<file path="src/rtl/vga_capture.sv">
// Samples a VGA pixel stream on CLOCK_50 and turns it into framebuffer write
// pulses, checking line/frame geometry and tracking capture lock.
module vga_capture #(
  parameter int H_ACTIVE = 640,
  parameter int V_ACTIVE = 480
) (
  input  logic        CLOCK_50,
  input  logic        RESET_N,
  input  logic        VGA_CLK,
  input  logic        VGA_HS,
  input  logic        VGA_VS,
  input  logic        VGA_BLANK_N,
  input  logic [7:0]  VGA_R,
  input  logic [7:0]  VGA_G,
  input  logic [7:0]  VGA_B,
  input  logic        VGA_SYNC_N,
  output logic        wr_en,
  output logic [9:0]  wr_x,
  output logic [9:0]  wr_y,
  output logic [23:0] wr_rgb,
  output logic        frame_done,
  output logic        line_err,
  output logic        frame_err,
  output logic        locked
);
  localparam logic [9:0] H_ACT   = 10'(H_ACTIVE);
  localparam logic [9:0] V_ACT   = 10'(V_ACTIVE);
  localparam logic [9:0] CNT_MAX = 10'h3ff;

  typedef enum logic [1:0] {SEARCH, SYNCED, LOCKED} state_t;

  typedef struct packed {
    logic        en;
    logic [9:0]  x;
    logic [9:0]  y;
    logic [23:0] rgb;
  } wr_t;

  logic        clk_s1_q, clk_s1_d, hs_s1_q, hs_s1_d, vs_s1_q, vs_s1_d;
  logic        blank_s1_q, blank_s1_d;
  logic [23:0] rgb_s1_q, rgb_s1_d;
  logic        clk_s2_q, clk_s2_d, hs_prev_q, hs_prev_d, vs_prev_q, vs_prev_d;
  logic [9:0]  x_q, x_d, y_q, y_d, good_q, good_d;
  logic        line_bad_q, line_bad_d;
  state_t      state_q, state_d;
  wr_t [1:0]   wr_pipe_q, wr_pipe_d;
  logic        frame_done_q, frame_done_d, line_err_q, line_err_d;
  logic        frame_err_q, frame_err_d;
  logic        strobe, hs_edge, vs_edge;
  logic        sync_unused;

  assign sync_unused = VGA_SYNC_N;

  assign strobe  = clk_s1_q & ~clk_s2_q;
  assign hs_edge = ~hs_s1_q & hs_prev_q;
  assign vs_edge = ~vs_s1_q & vs_prev_q;

  always_comb begin
    clk_s1_d     = VGA_CLK;
    hs_s1_d      = VGA_HS;
    vs_s1_d      = VGA_VS;
    blank_s1_d   = VGA_BLANK_N;
    rgb_s1_d     = {VGA_R, VGA_G, VGA_B};
    clk_s2_d     = clk_s1_q;
    hs_prev_d    = hs_s1_q;
    vs_prev_d    = vs_s1_q;
    x_d          = x_q;
    y_d          = y_q;
    good_d       = good_q;
    line_bad_d   = line_bad_q;
    state_d      = state_q;
    wr_pipe_d[0] = '0;
    wr_pipe_d[1] = wr_pipe_q[0];
    line_err_d   = 1'b0;
    frame_done_d = 1'b0;
    frame_err_d  = 1'b0;

    // x counts every active strobe, even off-screen or while searching
    if (strobe && blank_s1_q) begin
      if (state_q != SEARCH && x_q < H_ACT && y_q < V_ACT)
        wr_pipe_d[0] = {1'b1, x_q, y_q, rgb_s1_q};
      if (x_q != CNT_MAX) x_d = x_q + 10'd1;
    end

    if (hs_edge) begin
      if (x_q != 10'd0) begin
        if (x_q != H_ACT) begin
          line_err_d = 1'b1;
          line_bad_d = 1'b1;
        end
        if (y_q != CNT_MAX) y_d = y_q + 10'd1;
      end
      x_d = 10'd0;
    end

    // VS judges the frame on y as already bumped by a coincident HS
    if (vs_edge) begin
      if (state_q != SEARCH) begin
        if (y_d != V_ACT || line_bad_d) frame_err_d  = 1'b1;
        else                            frame_done_d = 1'b1;
      end
      x_d        = 10'd0;
      y_d        = 10'd0;
      line_bad_d = 1'b0;
    end

    case (state_q)
      SEARCH: begin
        good_d = 10'd0;
        if (vs_edge) state_d = SYNCED;
      end
      SYNCED: begin
        if (frame_err_d) good_d = 10'd0;
        else if (frame_done_d) begin
          good_d = good_q + 10'd1;
          if (good_q >= 10'd1) begin
            state_d = LOCKED;
            good_d  = 10'd0;
          end
        end
      end
      LOCKED: begin
        if (line_err_d || frame_err_d) begin
          state_d = SYNCED;
          good_d  = 10'd0;
        end
      end
      default: state_d = SEARCH;
    endcase
  end

  always_ff @(posedge CLOCK_50) begin
    if (!RESET_N) begin
      clk_s1_q     <= 1'b0;
      hs_s1_q      <= 1'b0;
      vs_s1_q      <= 1'b0;
      blank_s1_q   <= 1'b0;
      rgb_s1_q     <= '0;
      clk_s2_q     <= 1'b0;
      hs_prev_q    <= 1'b0;
      vs_prev_q    <= 1'b0;
      x_q          <= '0;
      y_q          <= '0;
      good_q       <= '0;
      line_bad_q   <= 1'b0;
      state_q      <= SEARCH;
      wr_pipe_q    <= '0;
      frame_done_q <= 1'b0;
      line_err_q   <= 1'b0;
      frame_err_q  <= 1'b0;
    end else begin
      clk_s1_q     <= clk_s1_d;
      hs_s1_q      <= hs_s1_d;
      vs_s1_q      <= vs_s1_d;
      blank_s1_q   <= blank_s1_d;
      rgb_s1_q     <= rgb_s1_d;
      clk_s2_q     <= clk_s2_d;
      hs_prev_q    <= hs_prev_d;
      vs_prev_q    <= vs_prev_d;
      x_q          <= x_d;
      y_q          <= y_d;
      good_q       <= good_d;
      line_bad_q   <= line_bad_d;
      state_q      <= state_d;
      wr_pipe_q    <= wr_pipe_d;
      frame_done_q <= frame_done_d;
      line_err_q   <= line_err_d;
      frame_err_q  <= frame_err_d;
    end
  end

  assign wr_en      = wr_pipe_q[1].en;
  assign wr_x       = wr_pipe_q[1].x;
  assign wr_y       = wr_pipe_q[1].y;
  assign wr_rgb     = wr_pipe_q[1].rgb;
  assign frame_done = frame_done_q;
  assign line_err   = line_err_q;
  assign frame_err  = frame_err_q;
  assign locked     = (state_q == LOCKED);
endmodule
</file>
<file path="config.mk">
export PLATFORM = sky130hd
export DESIGN_NAME = vga_capture
export DESIGN_NICKNAME = d
export VERILOG_FILES = /design/src/rtl/vga_capture.sv
export SDC_FILE = /design/constraint.sdc
export NUM_CORES = 1
export LEC_CHECK = 0
export BUFFER_PORTS_ARGS = -buffer_cell sky130_fd_sc_hd__buf_2
export CORE_ASPECT_RATIO = 2
export CORE_MARGIN = 10
export CORE_UTILIZATION = 55
export CTS_CLUSTER_SIZE = 25
export DETAILED_ROUTE_END_ITERATION = 10
export GPL_TIMING_DRIVEN = 0
export PLACE_DENSITY = 0.85
export SKIP_CTS_REPAIR_TIMING = 1
export SLEW_MARGIN = 20
export SYNTH_ARGS = -nofsm -noshare
export SYNTH_HDL_FRONTEND = slang
export SYNTH_SLANG_ARGS = --single-unit
</file>
<file path="constraint.sdc">
create_clock -name CLOCK_50 -period 3 [get_ports CLOCK_50]
set_input_delay 0.9 -clock CLOCK_50 [delete_from_list [all_inputs] [get_ports CLOCK_50]]
set_output_delay 0.9 -clock CLOCK_50 [all_outputs]
set_load 0.01 [all_outputs]
</file>
==> out/qor.yml <==
status: "finished clean"
vdd_ir_drop_max_v: 0.000468
crit_type: "flop to flop"
drt-initial-drc-count: 244
cts.clk_slew.worst_paths_ns: 0.06
crit_path_end_kind: "flop"
peak_clock_frequency_supported_by_timing_ghz: 0.364
post_synth.cell_area_avg_um2: 10.6
areaGrowthSynthToFinish_pct: 21.5
clk_root_buffer_cell: "sky130_fd_sc_hd__clkbuf_16"
grt_pass1_wl_um: 18100
fillerInstances: 671
worst_ep_arrival_time_ns: 3.05
min_period_over_period_pct: 91.6
post-route-min-period_ns: 2.75
clock-sinks: 157
max-clock-path-buffers: 2
cts_tree: "yes"
synth_cell_types: 57
drv_slew: 0
drive_above_1_share_pct: 21.0
synth_enable_flop_cells: 0
final-instance-count-excl-fill: 710
core_region_area_um2: 9380
asyncSetResetFlopFracSynth_pct: 0
remaining_routing_drc_violations: 0
worst_r2r_path_depth: 11
worst_setup_path_start_kind: "flop"
final_nets: 630
track_usage_pct: 17.0
route.final.wire_length_um: 11200
routedWlPerCell_um: 15.8
worstHoldPathCells: 1
dpl.hpwl_um: 7980
area.sequential_um2: 3140
fp.dieH_um: 158
critical_path.max_fanout: 9
placementRows: 50
pre_cts_slack_ns: 0.214
drt_pass1_iterations: 4
floorplan.die_area_um2: 14100
setup_total_negative_slack_ns: 0
cap_violations: 0
worstPathRequired_ns: 3.31
antenna_found_initial: 0
drt-vias-per-instance: 5.32
setup-violations-final: 0
layout.cells.most_common_list: "157 x sky130_fd_sc_hd__dfxtp_1, 127 x sky130_fd_sc_hd__and2_1, 81 x sky130_fd_sc_hd__buf_2, 28 x sky130_fd_sc_hd__nor2_1, 21 x sky130_fd_sc_hd__clkbuf_1"
finalHoldViolCount: 0
clock-skew-final_ns: 0.00817
multiInputGateArea_um2: 1990
synth_nets: 533
vias: 3778
synth_seq_area_share_pct: 59.8
ant_nets: 0
port_buffers: 78
gp_congestion: 0.910
clock_latency_ns: 0.42
dp_cells: 678
min-delay-path-class: "flop to flop"
total_standard_cell_area_after_synthesis_um2: 5260
tritoncts.num_buffers: 17
rsz0062_at_grt: "false"
synth.yosys.warnings: 0
die_w_um: 89.1
antenna-diode-count: 0
tightestPinTransition_ns: 0.771
cts_htree_levels: 4
ioPinCount: 80
power_density_nw_per_um2: 679
initial_core_utilization_pct: 56.0
ys.flop_type: "sky130_fd_sc_hd__dfxtp_1"
first_global_vias: 3841
synthesis.instances: 496
grt_max_degree: 17
final_critical_path_setup_slack_ns: 0.251
grt_overflow_total: 0
yosys_register_bits: 157
mostFrequentLayoutCell: "sky130_fd_sc_hd__dfxtp_1"
worst_slew_margin_rel_pct: 48.2
p_leak_uw: 0.00271
==> per-layer routing <==
layer	share of wire (%)	routed length, um	track usage, %	vias to the layer above
li1	-	-	-	1840
met1	34	3820	14.6	1778
met2	57	6420	31.6	119
met3	4.8	534	5.82	41
met4	4.0	443	10.2	0
met5	0	0	0	-
==> final timing paths <==
kind	slack, ns	end	from
worst max-delay path	0.25	good_q[0]$_SDFFE_PN0P_	x_q[0]$_SDFFE_PP0P_
worst min register to register	0.43	wr_pipe_d[66]$_SDFF_PN0_	rgb_s1_q[21]$_SDFF_PN0_
worst max register to register	0.25	good_q[0]$_SDFFE_PN0P_	x_q[0]$_SDFFE_PP0P_
worst min-delay path	0.43	wr_pipe_d[66]$_SDFF_PN0_	rgb_s1_q[21]$_SDFF_PN0_
==> cell families after synthesis <==
logic type,after synthesis,share of synthesized area (%)
AOI/OAI and AO/OA,51,7.55
xor gates and xnor gates,10,1.67
adders and majority gates,6,1.43
buffers and inverters,32,2.64
DFF,157,59.8
muxes,2,0.405
other,1,0.0714
and+or+nand+nor,237,26.4
==> layout make-up <==
cell class              count  share of cell area [%]
flip-flops and latches    157                    49.2
plain buffers              24                    1.70
multi-input cells         307                    31.1
well taps                 104                    2.04
inverters                   8                   0.470
repair buffers             78                    6.11
clock buffers              20                    6.99
clock inverters            12                    2.35
==> critical path: stages, from the launching register on <==
cell and delay [ns]:
sky130_fd_sc_hd__dfxtp_1 0.41, sky130_fd_sc_hd__inv_1 0.07, sky130_fd_sc_hd__ha_1 0.23, sky130_fd_sc_hd__nor2b_1 0.19, sky130_fd_sc_hd__a31oi_4 0.29, sky130_fd_sc_hd__nand2_1 0.09
sky130_fd_sc_hd__a311o_1 0.37, sky130_fd_sc_hd__and4_1 0.19, sky130_fd_sc_hd__buf_6 0.13, sky130_fd_sc_hd__o31ai_4 0.30, sky130_fd_sc_hd__nor2_4 0.09, sky130_fd_sc_hd__mux2_2 0.27
==> synthesized netlist by cell type (3+ instances only) <==
master / count / area (um^2)
sky130_fd_sc_hd__a211oi_1: 6 / 45.0
sky130_fd_sc_hd__a21oi_1: 12 / 60.1
sky130_fd_sc_hd__and2_1: 127 / 795
sky130_fd_sc_hd__and3_1: 3 / 18.8
sky130_fd_sc_hd__and4_1: 3 / 26.3
sky130_fd_sc_hd__buf_2: 3 / 15.0
sky130_fd_sc_hd__clkbuf_1: 19 / 71.3
sky130_fd_sc_hd__dfxtp_1: 157 / 3140
sky130_fd_sc_hd__ha_1: 6 / 75.1
sky130_fd_sc_hd__inv_1: 8 / 30.0
sky130_fd_sc_hd__nand2_1: 20 / 75.1
sky130_fd_sc_hd__nand2b_1: 3 / 18.8
sky130_fd_sc_hd__nand3_1: 11 / 55.1
sky130_fd_sc_hd__nand4_1: 5 / 31.3
sky130_fd_sc_hd__nor2_1: 28 / 105
sky130_fd_sc_hd__nor2b_1: 5 / 31.3
sky130_fd_sc_hd__nor3_1: 8 / 40.0
sky130_fd_sc_hd__nor4_1: 6 / 37.5
sky130_fd_sc_hd__nor4b_1: 3 / 26.3
sky130_fd_sc_hd__o21ai_0: 8 / 40.0
sky130_fd_sc_hd__or3_1: 4 / 25.0
sky130_fd_sc_hd__xnor2_1: 4 / 35.0
sky130_fd_sc_hd__xor2_1: 6 / 52.6
==> through the flow <==
step | power [uW] | cell area [um^2] | util, % | hold WS (ns)
floorplan | 2210 | 5260 | - | 0.406
global placement | 2240 | 5780 | 61.5 | 0.406
detailed placement | 2250 | 5780 | 61.6 | 0.413
CTS | 4380 | 6380 | 68.0 | 0.426
global route | 4490 | 6390 | 68.1 | 0.440
finish | 4340 | 6390 | 68.1 | 0.427
==> sequential cells by signal, summed over array words and instances, names as in the netlist, 2 cells and up <==
signal / flops
wr_pipe_d: 45
y_q: 10
wr_rgb: 24
wr_x: 10
x_q: 10
wr_y: 10
good_q: 10
state_q: 2
rgb_s1_q: 24
==> power by group <==
part | internal, uW | switching [uW] | leakage, uW
combinational | 36.6 | 51.1 | 0.00115
sequential | 2110 | 7.07 | 0.00127
clock | 1270 | 865 | 0.000286
total | 3420 | 923 | 0.00271
Power figures use the tool's default switching activity.
